`src/rtl/gate_board_renderer.sv`:
```
// Redraws the 9-tile gate board through the VGA adapter whenever the gate state changes.
// Optional build macro GATE_RENDER_BORDER_EN draws a black 1-pixel border round each tile.
module gate_board_renderer (
    input  logic       clk,
    input  logic       reset,
    input  logic [7:0] selected_gate,
    input  logic [8:0] completed_gate,
    input  logic [7:0] current_gate,
    input  logic       vga_blankout,
    output logic [7:0] x,
    output logic [6:0] y,
    output logic [2:0] colour,
    output logic       plot,
    output logic       busy,
    output logic       frame_done
);

    typedef enum logic [1:0] {StIdle, StDraw, StDone} state_e;

    state_e      state_q, state_d;
    logic [3:0]  px_q, px_d;
    logic [3:0]  py_q, py_d;
    logic [3:0]  t_q, t_d;
    logic [25:0] snap_q, snap_d;
    logic        dirty_q, dirty_d;
    logic [7:0]  x_q;
    logic [6:0]  y_q;
    logic [2:0]  colour_q;

    logic [25:0] inputs_now;
    logic [7:0]  snap_sel;
    logic [8:0]  snap_comp;
    logic [7:0]  snap_cur;
    logic        snap_blank;
    logic [7:0]  pix_x;
    logic [6:0]  pix_y;
    logic [2:0]  tile_colour;
    logic [2:0]  pix_colour;

    assign inputs_now = {selected_gate, completed_gate, current_gate, vga_blankout};
    assign snap_sel   = snap_q[25:18];
    assign snap_comp  = snap_q[17:9];
    assign snap_cur   = snap_q[8:1];
    assign snap_blank = snap_q[0];

    // x = 4 + 17*t + px, with 17*t built as 16*t + t
    assign pix_x = 8'd4 + {t_q, 4'b0000} + {4'b0000, t_q} + {4'b0000, px_q};
    assign pix_y = 7'd52 + {3'b000, py_q};

    always_comb begin
        tile_colour = 3'b111;
        if (snap_blank) begin
            tile_colour = 3'b000;
        end else if (t_q < 4'd8 && snap_sel[t_q[2:0]]) begin
            tile_colour = 3'b110;
        end else if (t_q < 4'd9 && snap_comp[t_q]) begin
            tile_colour = 3'b010;
        end else if (t_q < 4'd8 && snap_cur[t_q[2:0]]) begin
            tile_colour = 3'b001;
        end
    end

`ifdef GATE_RENDER_BORDER_EN
    always_comb begin
        pix_colour = tile_colour;
        if (px_q == 4'd0 || px_q == 4'd15 || py_q == 4'd0 || py_q == 4'd15) begin
            pix_colour = 3'b000;
        end
    end
`else
    assign pix_colour = tile_colour;
`endif

    always_comb begin
        state_d = state_q;
        px_d    = px_q;
        py_d    = py_q;
        t_d     = t_q;
        snap_d  = snap_q;
        dirty_d = dirty_q;
        unique case (state_q)
            StIdle: begin
                if (dirty_q || inputs_now != snap_q) begin
                    state_d = StDraw;
                    snap_d  = inputs_now;
                    dirty_d = 1'b0;
                    px_d    = 4'd0;
                    py_d    = 4'd0;
                    t_d     = 4'd0;
                end
            end
            StDraw: begin
                px_d = px_q + 4'd1;
                if (px_q == 4'd15) begin
                    py_d = py_q + 4'd1;
                    if (py_q == 4'd15) begin
                        if (t_q == 4'd8) begin
                            t_d     = 4'd0;
                            state_d = StDone;
                        end else begin
                            t_d = t_q + 4'd1;
                        end
                    end
                end
            end
            StDone: begin
                state_d = StIdle;
            end
            default: begin
                state_d = StIdle;
            end
        endcase
    end

    always_ff @(posedge clk or posedge reset) begin
        if (reset) begin
            state_q  <= StIdle;
            px_q     <= 4'd0;
            py_q     <= 4'd0;
            t_q      <= 4'd0;
            snap_q   <= 26'd0;
            dirty_q  <= 1'b1;
            x_q      <= 8'd0;
            y_q      <= 7'd0;
            colour_q <= 3'b000;
        end else begin
            state_q <= state_d;
            px_q    <= px_d;
            py_q    <= py_d;
            t_q     <= t_d;
            snap_q  <= snap_d;
            dirty_q <= dirty_d;
            // Remember the last plotted pixel so the outputs hold outside DRAW
            if (state_q == StDraw) begin
                x_q      <= pix_x;
                y_q      <= pix_y;
                colour_q <= pix_colour;
            end
        end
    end

    always_comb begin
        plot       = (state_q == StDraw);
        busy       = (state_q != StIdle);
        frame_done = (state_q == StDone);
        x          = x_q;
        y          = y_q;
        colour     = colour_q;
        if (state_q == StDraw) begin
            x      = pix_x;
            y      = pix_y;
            colour = pix_colour;
        end
    end

endmodule

```
`config.mk`:
```
export PLATFORM = sky130hd
export DESIGN_NAME = gate_board_renderer
export DESIGN_NICKNAME = d
export VERILOG_FILES = /design/src/rtl/gate_board_renderer.sv
export SDC_FILE = /design/constraint.sdc
export NUM_CORES = 1
export LEC_CHECK = 0
export BUFFER_PORTS_ARGS = -buffer_cell sky130_fd_sc_hd__buf_2
export CAP_MARGIN = 20
export CORE_MARGIN = 4
export CORE_UTILIZATION = 55
export DETAILED_ROUTE_END_ITERATION = 7
export HOLD_SLACK_MARGIN = 0.1
export PLACE_DENSITY = 0.77
export SLEW_MARGIN = 40
export SYNTH_ARGS = -nofsm -noshare
export SYNTH_HDL_FRONTEND = slang
export SYNTH_SLANG_ARGS = --single-unit
```
`constraint.sdc`:
```
create_clock -name clk -period 3.13 [get_ports clk]
set_input_delay 0.4695 -clock clk [delete_from_list [all_inputs] [get_ports clk]]
set_output_delay 0.4695 -clock clk [all_outputs]
set_load 0.1 [all_outputs]
```
==> impl_metrics.toml <==
[outcome]
status = "finished clean"

[critical_path]
slowest_stage = "dfrtp_1"
ff2ff_path_depth = 6
start_kind = "flip-flop"
critPathMaxStageDelay_ns = 0.38
cp.depth = 10
crit_required_ns = 2.66
crit_family = "adder cells"
r2r-end = "snap_q[25]"
critPathKind = "reg2out"
worstSetupEndpoint = "x[7]"
crit_start = "px_q[1]"
critPathBufInv = 2
worstPathArrival_ns = 2.54
r2r_slack_ns = 0.72
r2r_start = "snap_q[0]"
crit_path_frequent_cell = "ha_1"
cp-end-kind = "output port"
path_cells = "ha_1 -> ha_1 -> inv_1 -> fa_2 -> nor2b_1 -> o21ai_0 -> a211oi_2 -> xnor2_1 -> o21ai_2 -> buf_12"
crit_path_max_fanout = 2

[floorplan]
rows = 28
dieArea_um2 = 7400
die_w_um = 86.0
die_height_um = 86.0
ioPinCount = 49
core_area_um2 = 5920
start_util_pct = 56.6

[detailed_routing]
viasPerCell = 5.52
ant_nets = 0
drt_iter0_drc = 98
wl_per_cell_um = 15.7
vias = 2433
routed_wirelength_um = 6940
route.detailed.drc = 0
drt-pass1-iter-count = 4

[run]
drv_cap = 0

[cts]
htree_levels = 3
cts_tree = "yes"
numCtsBuffers = 9
cts-root-buf = "clkbuf_8"
clock_sinks = 59
clock_path_buffers = 2
clk_latency_ns = 0.34
clk_pin_slew_worst_paths_ns = 0.06

[placement]
dpl.cell_count = 423
port_buffers = 48
gp_routability_congestion = 0.865
place_hpwl_um = 5090

[logic_synthesis]
syn-cell-area_um2 = 3350
syn_area_per_cell_um2 = 11.1
ys_seq_elements = 59
yosysWarnings = 0
async_reset_ff_share_pct = 100
seq_area_frac_synth_pct = 44.1
syn-num-nets = 344
synth_top_area_share_pct = 43.3
synth_edf_count = 0
synthCells = 302
synth.area.top_cells = "dfrtp_1, mux2_4, xnor2_1"
synthFlopType = "dfrtp_1"
synth.distinct_cells = 48
synth_top_area_cell = "dfrtp_1"

[sta]
fin_crit_ns = 3.01
timing.setup.tns_ns = 0
rsz0062_at_grt = "true"
holdWs_ns = 0.382
worst_pin_slew_ns = 0.489
max_freq_mhz = 333
hold_viol = 0
slew_violations = 0
fin_skew_ns = 0.00704
max-slew-margin-rel_pct = 67.7
setup-violations-final = 0
finalCritPeriodShare_pct = 96.0

[power_and_ir_drop]
p_leak_nw = 1.78
finalPower_mw = 1.63
pwr_density_cell_nw_per_um2 = 404
ir_worst_vdd_mv = 0.319

[layout]
instances_no_fill = 441
drive_gt1_share_pct = 34.7
fin_nets = 404
multiInputGateArea_um2 = 1790
area_delta_synth_final_pct = 20.8
seq_area_um2 = 1480
final_core_util_pct = 68.3
final_cell_mix = "dfrtp_1, nand2_1, buf_2, xnor2_1, mux2_4"
final_common_cell = "dfrtp_1"
fillers = 471
antenna_cells = 0

[worst_hold_path]
hold_path_class = "in2reg"

[global_route]
grt_pass1_wl_um = 11900
antenna_found_initial = 0
grtUsageTotal_pct = 20.6
grt_pass1_vias = 2583
grt-ovfl-total = 0
grt_max_degree = 29
-- flip-flops by register name, indices dropped and copies added (netlist names) --
name	flops
state_q	2
x_q	8
y_q	7
px_q	4
colour_q	3
snap_q	26
dirty_q	1
t_q	4
py_q	4
-- cell type report --
| type | instances | share of cell area [%] |
|---|---|---|
| clock inverters | 2 | 0.866 |
| multi-input cells | 217 | 44.3 |
| flip-flops and latches | 59 | 36.6 |
| clock buffers | 13 | 3.93 |
| well taps | 75 | 2.32 |
| repair buffers | 60 | 10.5 |
| inverters | 15 | 1.52 |
-- cell usage after synthesis, types with 2 or more instances --
cell / instances
mux2i_1: 4
dfrtp_1: 58
a311oi_1: 2
nor3_1: 2
a21oi_1: 5
nor2b_1: 5
mux4_2: 5
ha_1: 13
or3_1: 4
inv_1: 14
nand2_1: 45
buf_12: 2
mux2_2: 5
and3_1: 2
o211ai_1: 5
nand3_1: 13
mux2_4: 21
nand4_1: 6
xnor2_1: 26
a31oi_1: 2
a21o_1: 3
buf_1: 3
o21ai_0: 16
xor2_1: 4
nor2_1: 7
or2_2: 3
a211oi_1: 2
nand2b_1: 2
clkbuf_1: 4
-- worst register-to-register path, cell delays in order (launching register included) --
cell     delay (ns)
dfrtp_1        0.42
xor2_1         0.18
or4_4          0.55
nor4_4         0.41
a21oi_4        0.18
buf_12         0.22
mux2_4         0.32
-- stage by stage --
stage,instance area [um^2],setup WS (ns)
after floorplan,3410,-0.466
after global placement,3810,0.304
after detailed placement,3810,0.232
after CTS,4030,0.0381
after global routing,4050,-0.0171
final,4050,0.125
-- report_power, final --
| part | internal, mW | switching (mW) |
|---|---|---|
| logic | 0.0719 | 0.0688 |
| clock network | 0.406 | 0.285 |
| registers | 0.782 | 0.0193 |
| total | 1.26 | 0.374 |
-- cells by family after synthesis --
logic type,synth area share [%]
fa+ha+maj,5.46
flops,44.1
simple gates,13.6
compound gates,9.16
xor+xnor,7.85
buf+inv,4.15
mux,15.7
-- how the worst min path moves through the flow --
stage	cells after the start	from	slack [ns]	to
5_1_grt	2	vga_blankout	0.37	snap_q[0]
6_report	2	vga_blankout	0.38	snap_q[0]
4_1_cts	2	vga_blankout	0.37	snap_q[0]
2_1_floorplan	1	dirty_q	0.46	dirty_q
3_3_place_gp	2	reset	0.45	x_q[7]
3_5_place_dp	2	reset	0.45	x_q[7]
-- per-layer routing --
metal	wire length [um]	up-vias	global-route usage, %
li1	-	1178	-
met1	2990	1178	25.1
met2	3490	65	35.0
met3	359	12	6.44
met4	100	0	5.90
met5	0	-	0
-- what timing repair did --
action                                  4_1_cts  5_1_grt
endpoints found under the setup margin        2        3
endpoints found under the hold margin        13        0
setup buffers                                 1        1
hold buffers                                  1        0
pin swaps                                     3        1
resized for setup                             3        4
(Power assumes the default switching activity.)
